$ cat src/rtl/cu_pipe5_if.sv
// Control-unit bus: ID-stage instruction fields in, stage controls and hazard handshake out.
interface cu_pipe5_if #(
    parameter int OP_W   = 6,
    parameter int FUNC_W = 6,
    parameter int RA_W   = 5,
    parameter int ALUC_W = 5
);
    logic              id_valid;
    logic [OP_W-1:0]   op;
    logic [FUNC_W-1:0] func;
    logic [RA_W-1:0]   rs;
    logic [RA_W-1:0]   rt;
    logic [RA_W-1:0]   rd;
    logic              zero;

    logic              PCWre;
    logic              IRWre;
    logic              id_flush;
    logic [ALUC_W-1:0] ALUControl;
    logic              ALUSrcA;
    logic              ALUSrcB;
    logic              Extend;
    logic [1:0]        Branch;
    logic              MemWrite;
    logic              MemtoReg;
    logic              PCtoReg;
    logic              RegWrite;
    logic [RA_W-1:0]   wb_rdst;
    logic              illegal;
    logic [1:0]        fwd_a;
    logic [1:0]        fwd_b;

    // Datapath / instruction-register side
    modport master (
        output id_valid, op, func, rs, rt, rd, zero,
        input  PCWre, IRWre, id_flush, ALUControl, ALUSrcA, ALUSrcB, Extend, Branch,
               MemWrite, MemtoReg, PCtoReg, RegWrite, wb_rdst, illegal, fwd_a, fwd_b
    );

    // Control-unit side
    modport slave (
        input  id_valid, op, func, rs, rt, rd, zero,
        output PCWre, IRWre, id_flush, ALUControl, ALUSrcA, ALUSrcB, Extend, Branch,
               MemWrite, MemtoReg, PCtoReg, RegWrite, wb_rdst, illegal, fwd_a, fwd_b
    );
endinterface

$ cat src/rtl/cu_pipe5.sv
// Five-stage pipeline control unit: ID decode, EX/MEM/WB control stages, hazard stall and flush.
// Optional operand forwarding is enabled by defining CU_PIPE5_FORWARD_EN.
module cu_pipe5 #(
    parameter int OP_W   = 6,
    parameter int FUNC_W = 6,
    parameter int RA_W   = 5,
    parameter int ALUC_W = 5
) (
    input  logic     clk,
    input  logic     rst,
    cu_pipe5_if.slave bus
);
    localparam logic [OP_W-1:0] OP_R    = OP_W'(6'h00);
    localparam logic [OP_W-1:0] OP_J    = OP_W'(6'h02);
    localparam logic [OP_W-1:0] OP_JAL  = OP_W'(6'h03);
    localparam logic [OP_W-1:0] OP_BEQ  = OP_W'(6'h04);
    localparam logic [OP_W-1:0] OP_BNE  = OP_W'(6'h05);
    localparam logic [OP_W-1:0] OP_ADDI = OP_W'(6'h08);
    localparam logic [OP_W-1:0] OP_ORI  = OP_W'(6'h0d);
    localparam logic [OP_W-1:0] OP_LW   = OP_W'(6'h23);
    localparam logic [OP_W-1:0] OP_SW   = OP_W'(6'h2b);

    localparam logic [FUNC_W-1:0] F_ADD = FUNC_W'(6'h20);
    localparam logic [FUNC_W-1:0] F_SUB = FUNC_W'(6'h22);
    localparam logic [FUNC_W-1:0] F_AND = FUNC_W'(6'h24);
    localparam logic [FUNC_W-1:0] F_OR  = FUNC_W'(6'h25);
    localparam logic [FUNC_W-1:0] F_SLT = FUNC_W'(6'h2a);
    localparam logic [FUNC_W-1:0] F_SLL = FUNC_W'(6'h00);

    localparam logic [ALUC_W-1:0] ALU_ADD = ALUC_W'(5'b00000);
    localparam logic [ALUC_W-1:0] ALU_SUB = ALUC_W'(5'b00001);
    localparam logic [ALUC_W-1:0] ALU_AND = ALUC_W'(5'b00010);
    localparam logic [ALUC_W-1:0] ALU_OR  = ALUC_W'(5'b00011);
    localparam logic [ALUC_W-1:0] ALU_SLT = ALUC_W'(5'b00100);
    localparam logic [ALUC_W-1:0] ALU_SLL = ALUC_W'(5'b00101);

    localparam logic [RA_W-1:0] RA_LINK = RA_W'(31);

    typedef struct packed {
        logic [ALUC_W-1:0] alu;
        logic              srca;
        logic              srcb;
        logic              ext;
        logic              beq;
        logic              bne;
        logic              jmp;
        logic              mw;
        logic              m2r;
        logic              pc2r;
        logic              rw;
        logic [RA_W-1:0]   dst;
    } ctl_t;

    // ---------------- ID decode ----------------
    ctl_t            dec;
    logic            dec_ok;
    logic [RA_W-1:0] src_a;   // registers actually read; 0 when the field is not a source
    logic [RA_W-1:0] src_b;

    always_comb begin
        dec    = '0;
        dec_ok = 1'b0;
        src_a  = '0;
        src_b  = '0;
        case (bus.op)
            OP_R: begin
                dec_ok  = 1'b1;
                dec.rw  = 1'b1;
                dec.dst = bus.rd;
                src_a   = bus.rs;
                src_b   = bus.rt;
                case (bus.func)
                    F_ADD: dec.alu = ALU_ADD;
                    F_SUB: dec.alu = ALU_SUB;
                    F_AND: dec.alu = ALU_AND;
                    F_OR:  dec.alu = ALU_OR;
                    F_SLT: dec.alu = ALU_SLT;
                    F_SLL: begin
                        dec.alu  = ALU_SLL;
                        dec.srca = 1'b1;
                        src_a    = '0;
                    end
                    default: begin
                        dec    = '0;
                        dec_ok = 1'b0;
                        src_a  = '0;
                        src_b  = '0;
                    end
                endcase
            end
            OP_ADDI: begin
                dec_ok   = 1'b1;
                dec.srcb = 1'b1;
                dec.ext  = 1'b1;
                dec.alu  = ALU_ADD;
                dec.rw   = 1'b1;
                dec.dst  = bus.rt;
                src_a    = bus.rs;
            end
            OP_ORI: begin
                dec_ok   = 1'b1;
                dec.srcb = 1'b1;
                dec.alu  = ALU_OR;
                dec.rw   = 1'b1;
                dec.dst  = bus.rt;
                src_a    = bus.rs;
            end
            OP_LW: begin
                dec_ok   = 1'b1;
                dec.srcb = 1'b1;
                dec.ext  = 1'b1;
                dec.alu  = ALU_ADD;
                dec.m2r  = 1'b1;
                dec.rw   = 1'b1;
                dec.dst  = bus.rt;
                src_a    = bus.rs;
            end
            OP_SW: begin
                dec_ok   = 1'b1;
                dec.srcb = 1'b1;
                dec.ext  = 1'b1;
                dec.alu  = ALU_ADD;
                dec.mw   = 1'b1;
                src_a    = bus.rs;
                src_b    = bus.rt;
            end
            OP_BEQ, OP_BNE: begin
                dec_ok  = 1'b1;
                dec.alu = ALU_SUB;
                dec.ext = 1'b1;
                dec.beq = (bus.op == OP_BEQ);
                dec.bne = (bus.op == OP_BNE);
                src_a   = bus.rs;
                src_b   = bus.rt;
            end
            OP_J: begin
                dec_ok  = 1'b1;
                dec.jmp = 1'b1;
            end
            OP_JAL: begin
                dec_ok   = 1'b1;
                dec.jmp  = 1'b1;
                dec.pc2r = 1'b1;
                dec.rw   = 1'b1;
                dec.dst  = RA_LINK;
            end
            default: ;
        endcase
        if (!bus.id_valid) begin
            dec    = '0;
            dec_ok = 1'b0;
            src_a  = '0;
            src_b  = '0;
        end
        if (dec.dst == '0) dec.rw = 1'b0;
    end

    // ---------------- stage registers ----------------
    logic [3:1]      vld_pipe;   // [1]=EX, [2]=MEM, [3]=WB
    ctl_t            ex_c;
    logic            mem_mw, mem_m2r, mem_pc2r, mem_rw;
    logic [RA_W-1:0] mem_dst;
    logic            wb_m2r, wb_pc2r, wb_rw;
    logic [RA_W-1:0] wb_dst;
    logic            ill_q;

    logic taken, jump, flush, hazard, stall, load, ex_hit;

    assign taken  = vld_pipe[1] & ((ex_c.beq & bus.zero) | (ex_c.bne & ~bus.zero));
    assign jump   = vld_pipe[1] & ex_c.jmp;
    assign flush  = taken | jump;
    // rw is already cleared for destination 0, and unused sources read as 0
    assign ex_hit = vld_pipe[1] & ex_c.rw & ((ex_c.dst == src_a) | (ex_c.dst == src_b));
    assign stall  = hazard & ~flush;
    assign load   = dec_ok & ~flush & ~stall;

    always_ff @(posedge clk) begin
        if (rst) begin
            vld_pipe <= '0;
            ex_c     <= '0;
            mem_mw   <= 1'b0;
            mem_m2r  <= 1'b0;
            mem_pc2r <= 1'b0;
            mem_rw   <= 1'b0;
            mem_dst  <= '0;
            wb_m2r   <= 1'b0;
            wb_pc2r  <= 1'b0;
            wb_rw    <= 1'b0;
            wb_dst   <= '0;
            ill_q    <= 1'b0;
        end else begin
            vld_pipe <= {vld_pipe[2:1], load};
            ex_c     <= load ? dec : '0;
            mem_mw   <= ex_c.mw;
            mem_m2r  <= ex_c.m2r;
            mem_pc2r <= ex_c.pc2r;
            mem_rw   <= ex_c.rw;
            mem_dst  <= ex_c.dst;
            wb_m2r   <= mem_m2r;
            wb_pc2r  <= mem_pc2r;
            wb_rw    <= mem_rw;
            wb_dst   <= mem_dst;
            ill_q    <= bus.id_valid & ~dec_ok & ~flush & ~stall;
        end
    end

`ifdef CU_PIPE5_FORWARD_EN
    logic [RA_W-1:0] ex_ra, ex_rb;

    always_ff @(posedge clk) begin
        if (rst) begin
            ex_ra <= '0;
            ex_rb <= '0;
        end else begin
            ex_ra <= load ? src_a : '0;
            ex_rb <= load ? src_b : '0;
        end
    end

    // MEM result is younger than WB, so it wins
    always_comb begin
        bus.fwd_a = 2'b00;
        bus.fwd_b = 2'b00;
        if (vld_pipe[1]) begin
            if (vld_pipe[2] && mem_rw && mem_dst == ex_ra)     bus.fwd_a = 2'b10;
            else if (vld_pipe[3] && wb_rw && wb_dst == ex_ra)  bus.fwd_a = 2'b01;
            if (vld_pipe[2] && mem_rw && mem_dst == ex_rb)     bus.fwd_b = 2'b10;
            else if (vld_pipe[3] && wb_rw && wb_dst == ex_rb)  bus.fwd_b = 2'b01;
        end
    end

    assign hazard = ex_hit & ex_c.m2r;
`else
    logic mem_hit;
    assign mem_hit   = vld_pipe[2] & mem_rw & ((mem_dst == src_a) | (mem_dst == src_b));
    assign hazard    = ex_hit | mem_hit;
    assign bus.fwd_a = 2'b00;
    assign bus.fwd_b = 2'b00;
`endif

    // ---------------- outputs ----------------
    assign bus.PCWre      = ~stall;
    assign bus.IRWre      = ~stall;
    assign bus.id_flush   = flush;
    assign bus.ALUControl = vld_pipe[1] ? ex_c.alu : '0;
    assign bus.ALUSrcA    = vld_pipe[1] & ex_c.srca;
    assign bus.ALUSrcB    = vld_pipe[1] & ex_c.srcb;
    assign bus.Extend     = vld_pipe[1] & ex_c.ext;
    assign bus.Branch     = jump ? 2'b10 : (taken ? 2'b01 : 2'b00);
    assign bus.MemWrite   = vld_pipe[2] & mem_mw;
    assign bus.MemtoReg   = vld_pipe[3] & wb_m2r;
    assign bus.PCtoReg    = vld_pipe[3] & wb_pc2r;
    assign bus.RegWrite   = vld_pipe[3] & wb_rw;
    assign bus.wb_rdst    = vld_pipe[3] ? wb_dst : '0;
    assign bus.illegal    = ill_q;
endmodule

$ cat src/flat_wrapper.sv
// flat-port wrapper written by rule: the top's interface ports become plain ports
module cu_pipe5_flat 
#(
    parameter int OP_W   = 6,
    parameter int FUNC_W = 6,
    parameter int RA_W   = 5,
    parameter int ALUC_W = 5
)
  (clk, rst, bus_id_valid, bus_op, bus_func, bus_rs, bus_rt, bus_rd, bus_zero, bus_PCWre, bus_IRWre, bus_id_flush, bus_ALUControl, bus_ALUSrcA, bus_ALUSrcB, bus_Extend, bus_Branch, bus_MemWrite, bus_MemtoReg, bus_PCtoReg, bus_RegWrite, bus_wb_rdst, bus_illegal, bus_fwd_a, bus_fwd_b);
  cu_pipe5_if #(.OP_W(OP_W), .FUNC_W(FUNC_W), .RA_W(RA_W), .ALUC_W(ALUC_W)) bus_i ();
  input  logic clk;
  input  logic rst;
  input wire logic [$bits(bus_i.id_valid)-1:0] bus_id_valid;
  input wire logic [$bits(bus_i.op)-1:0] bus_op;
  input wire logic [$bits(bus_i.func)-1:0] bus_func;
  input wire logic [$bits(bus_i.rs)-1:0] bus_rs;
  input wire logic [$bits(bus_i.rt)-1:0] bus_rt;
  input wire logic [$bits(bus_i.rd)-1:0] bus_rd;
  input wire logic [$bits(bus_i.zero)-1:0] bus_zero;
  output wire logic [$bits(bus_i.PCWre)-1:0] bus_PCWre;
  output wire logic [$bits(bus_i.IRWre)-1:0] bus_IRWre;
  output wire logic [$bits(bus_i.id_flush)-1:0] bus_id_flush;
  output wire logic [$bits(bus_i.ALUControl)-1:0] bus_ALUControl;
  output wire logic [$bits(bus_i.ALUSrcA)-1:0] bus_ALUSrcA;
  output wire logic [$bits(bus_i.ALUSrcB)-1:0] bus_ALUSrcB;
  output wire logic [$bits(bus_i.Extend)-1:0] bus_Extend;
  output wire logic [$bits(bus_i.Branch)-1:0] bus_Branch;
  output wire logic [$bits(bus_i.MemWrite)-1:0] bus_MemWrite;
  output wire logic [$bits(bus_i.MemtoReg)-1:0] bus_MemtoReg;
  output wire logic [$bits(bus_i.PCtoReg)-1:0] bus_PCtoReg;
  output wire logic [$bits(bus_i.RegWrite)-1:0] bus_RegWrite;
  output wire logic [$bits(bus_i.wb_rdst)-1:0] bus_wb_rdst;
  output wire logic [$bits(bus_i.illegal)-1:0] bus_illegal;
  output wire logic [$bits(bus_i.fwd_a)-1:0] bus_fwd_a;
  output wire logic [$bits(bus_i.fwd_b)-1:0] bus_fwd_b;
  assign bus_i.id_valid = bus_id_valid;
  assign bus_i.op = bus_op;
  assign bus_i.func = bus_func;
  assign bus_i.rs = bus_rs;
  assign bus_i.rt = bus_rt;
  assign bus_i.rd = bus_rd;
  assign bus_i.zero = bus_zero;
  assign bus_PCWre = bus_i.PCWre;
  assign bus_IRWre = bus_i.IRWre;
  assign bus_id_flush = bus_i.id_flush;
  assign bus_ALUControl = bus_i.ALUControl;
  assign bus_ALUSrcA = bus_i.ALUSrcA;
  assign bus_ALUSrcB = bus_i.ALUSrcB;
  assign bus_Extend = bus_i.Extend;
  assign bus_Branch = bus_i.Branch;
  assign bus_MemWrite = bus_i.MemWrite;
  assign bus_MemtoReg = bus_i.MemtoReg;
  assign bus_PCtoReg = bus_i.PCtoReg;
  assign bus_RegWrite = bus_i.RegWrite;
  assign bus_wb_rdst = bus_i.wb_rdst;
  assign bus_illegal = bus_i.illegal;
  assign bus_fwd_a = bus_i.fwd_a;
  assign bus_fwd_b = bus_i.fwd_b;
  cu_pipe5 #(.OP_W(OP_W), .FUNC_W(FUNC_W), .RA_W(RA_W), .ALUC_W(ALUC_W)) u_core (.clk(clk), .rst(rst), .bus(bus_i));
endmodule
$ cat config.mk
export PLATFORM = sky130hd
export DESIGN_NAME = cu_pipe5_flat
export DESIGN_NICKNAME = d
export VERILOG_FILES = /design/src/rtl/cu_pipe5_if.sv /design/src/rtl/cu_pipe5.sv /design/src/flat_wrapper.sv
export SDC_FILE = /design/constraint.sdc
export NUM_CORES = 1
export LEC_CHECK = 0
export CORE_MARGIN = 2
export CORE_UTILIZATION = 47
export DETAILED_ROUTE_END_ITERATION = 8
export PLACE_DENSITY = 0.87
export SYNTH_ARGS = -nofsm -noshare
export SYNTH_HDL_FRONTEND = slang
export SYNTH_SLANG_ARGS = --single-unit
$ cat constraint.sdc
create_clock -name clk -period 8.3 [get_ports clk]
set_clock_uncertainty 0.05 [all_clocks]
set_input_delay 1.66 -clock clk [delete_from_list [all_inputs] [get_ports clk]]
set_output_delay 1.66 -clock clk [all_outputs]
set_load 0.1 [all_outputs]
==> results by group <==
Run status
  – Status: finished, final reports clean

Layout
  – Layout Nets: 363
  – Share of cells above drive strength 1: 9.31%
  – Final Non-Filler Cells: 403
  – Core Util, Final: roughly 60%
  – Antenna fix cells: 0
  – Layout area overhead: 24.2%

Global routing
  – GRT Overall Usage: 21.0%
  – GR peak layer: met2
  – Vias in the first global route: ~2200
  – Largest net degree at the start of global routing: 21
  – Routing usage on met3: 5.69%
  – Met1 GRT Util: 25.5%
  – GR Layer Usage met2: 34.7%
  – GRT overflow: 0
  – Initial antenna violation count: 0
  – First-pass GRT wire length: 10000 µm

Timing
  – Slew Limit Fails: 0
  – Fin. Hold Viols: 0
  – Slew @ Worst Pin: 1010 ps
  – Slew margin rel.: 32.2%
  – Setup violators final: 0
  – Setup WS post-layout: 1340 ps
  – Min cycle time layout: just under 7000 ps
  – Setup TNS: 0 ps
  – Unrepaired setup endpoints after global routing: no
  – Fmax: 144 MHz
  – Final Cycle Share: 83.8%

Clocking
  – Clock Tree Buf Depth: 2
  – CTS H-Tree Depth: 2
  – CTS buffer count: 5
  – Skew-Pair Late Insertion Delay: 300 ps
  – Cts hold-fix bufs: 0
  – Clock Pin Slew Worst Setup and Hold Paths: 70 ps
  – Post-CTS Resized: 0
  – Setup bufs post-CTS: 0
  – CTS tree: built
  – CTS sink cnt: 39
  – CTS root buffer: clkbuf_8

Synthesis
  – Synth unique cells: between 60 and 70
  – Seq/Total Area, Yosys: 31.8%
  – Yosys reg bits: 39
  – Syn_area_per_cell: 8.35 µm²
  – Mapped cell area: between 2000 and 2500 µm²
  – Synth Instances: 294
  – Post-synth EDFFs: 0
  – Synthesis Warnings: 0
  – Asr flop ratio synth: 0%
  – Commonest register cell after synthesis: dfxtp_1

Worst setup path
  – Crit. Startpoint: bus_op[4]
  – Critical path class: in -> out
  – CP Capture Point: bus_PCWre
  – CP endpoint kind: primary output
  – Worst EP required: between 6000 and 7000 ps
  – Most used cell, CP: clkdlybuf4s50_1
  – CP peak stage delay: 1160 ps
  – Worst-path cell chain: clkdlybuf4s50_1 -> nor3_2 -> and4_4 -> o21a_1 -> o221ai_1 -> a21oi_1 -> o32ai_4 -> o21ai_2 -> clkdlybuf4s50_1
  – CP Launch Type: input pin
  – RR Startpoint: u_core.mem_dst[0]
  – Crit path max fanout: 12
  – Reg-to-reg endpoint: u_core.ex_c[5]
  – Worst r2r path cells: 6
  – Critical path's slowest cell: clkdlybuf4s50_1
  – Worst Path Arrival: 5250 ps
  – Worst reg-to-reg setup slack: around 5300 ps

Die
  – DIE HEIGHT: 76.3 µm
  – Die width: 76.3 µm
  – Full die area: between 5000 and 6000 µm²
  – Core area: 5070 µm²
  – I/O Pins: 58
  – Starting density of the core: 48.3%
  – Rows: 26

Drt
  – Residual DRC count: 0
  – Via/cell ratio: 5.77
  – DR vias: 2327
  – DRT Wirelength: just over 6000 µm
  – Post-DRT Antenna Nets: 0
  – WL/cell: 15.3 µm
  – Drt first pass iters: 5
  – DRT iter0 DRCs: 150

Placement
  – Placed Cells: just under 400
  – GPL Wtd Cong: 0.889
  – Number of port buffers: 51
  – Dpl hpwl: 4440 µm
  – DP Worst Slack: 1400 ps

Power and ir drop
  – Maximum vdd drop: 0.0650 mV
  – Pleak: approximately 1.1 nW
  – Pwr Density: 147 nW/µm²

Hold path
  – Hold path cells: 1
  – HP Class: reg -> reg

Run
  – Max cap viols: 0
[per-layer routing]
layer / wire length [µm] / vias to the layer above / part of all wire (%)
li1: - / 1122 / -
met1: 2560 / 1072 / 42
met2: 2940 / 111 / 48
met3: 493 / 22 / 8.0
met4: 159 / 0 / 2.6
met5: 0 / - / 0
[where the power goes]
group / switching, mW / total [mW] / internal (mW)
combinational: 0.0440 / 0.0682 / 0.0243
clock: 0.0683 / 0.189 / 0.120
sequential: 0.00133 / 0.190 / 0.188
total: 0.114 / 0.446 / 0.333
[worst min path at each step]
stage | from | to | slack (ps)
after floorplan | u_core.ex_c[7] | u_core.mem_m2r | 360
after global placement | u_core.mem_pc2r | u_core.wb_pc2r | 370
after detailed placement | u_core.ex_c[6] | u_core.mem_pc2r | 370
after CTS | u_core.mem_m2r | u_core.wb_m2r | 390
after global routing | u_core.mem_m2r | u_core.wb_m2r | 400
final | u_core.mem_m2r | u_core.wb_m2r | 390
[worst max-delay path: cells and delay by family]
kind	cells	cell delay, ps
simple gates	2	620
compound gates	5	1150
buf+inv	2	1790
[synth_stat cells, drive strengths merged, types with 4 or more instances]
master | number | area [µm²]
dfxtp | 39 | 781
nand2 | 22 | 82.6
nor2 | 22 | 82.6
nor2b | 18 | 113
buf | 17 | 130
and2 | 16 | 100
nor3 | 16 | 115
o21ai | 14 | 73.8
inv | 12 | 45.0
a21oi | 9 | 45.0
clkbuf | 9 | 33.8
nand3 | 9 | 45.0
a221oi | 6 | 52.6
nor4 | 6 | 43.8
xnor2 | 6 | 52.6
xor2 | 5 | 43.8
a31oi | 4 | 25.0
nand2b | 4 | 25.0
[per-stage QoR]
| step | hold slack (ps) | power [mW] | instance area (µm²) |
|---|---|---|---|
| floorplan | 364 | 0.239 | 2470 |
| global placement | 371 | 0.260 | 2910 |
| detailed placement | 375 | 0.261 | 2910 |
| CTS | 394 | 0.447 | 3050 |
| global route | 403 | 0.461 | 3050 |
| finish | 390 | 0.446 | 3050 |
[cells by family (layout without fill, tap and decap cells)]
family	Yosys count	in the layout	share of synthesized area [%]
AND/OR/NAND/NOR	134	134	31.9
flip-flops	39	39	31.8
other	1	6	0.153
multiplexers	2	2	0.867
XOR/XNOR	11	11	3.93
buffers and inverters	38	72	8.52
AO/OA/AOI/OAI	69	69	22.8
[cells in the final DEF (no fill, tap or decap), drive strengths merged, types with 3 or more instances in the layout]
master / synthesis / layout
nor2: 22 / 22
xnor2: 6 / 6
nand2: 22 / 22
xor2: 5 / 5
clkbuf: 9 / 6
o21a: 3 / 3
a211oi: 3 / 3
a21oi: 9 / 9
a31oi: 4 / 4
o21ai: 14 / 14
and3: 3 / 3
inv: 12 / 12
nand2b: 4 / 4
or3: 3 / 3
o211ai: 3 / 3
nor2b: 18 / 18
and2: 16 / 16
conb: 1 / 6
a311oi: 3 / 3
nor3: 16 / 16
dfxtp: 39 / 39
nor4: 6 / 6
a221oi: 6 / 6
o21bai: 3 / 3
nand3: 9 / 9
clkdlybuf4s50: 0 / 51
[final cells by class]
cell class / instances / area [µm²]
clock inverters: 2 / 60.1
well taps: 70 / 87.6
inverters: 12 / 45.0
clock buffers: 6 / 72.6
fillers: 451 / 2030
flip-flops and latches: 39 / 781
multi-input cells: 222 / 1480
repair buffers: 52 / 518
[registers in the layout, indices dropped and copies added, names as in the netlist, 3 cells and up]
name,flops
u_core.wb_dst,5
u_core.vld_pipe,3
u_core.ex_c,18
u_core.mem_dst,5
No activity file was read; power rests on OpenSTA's default activity.
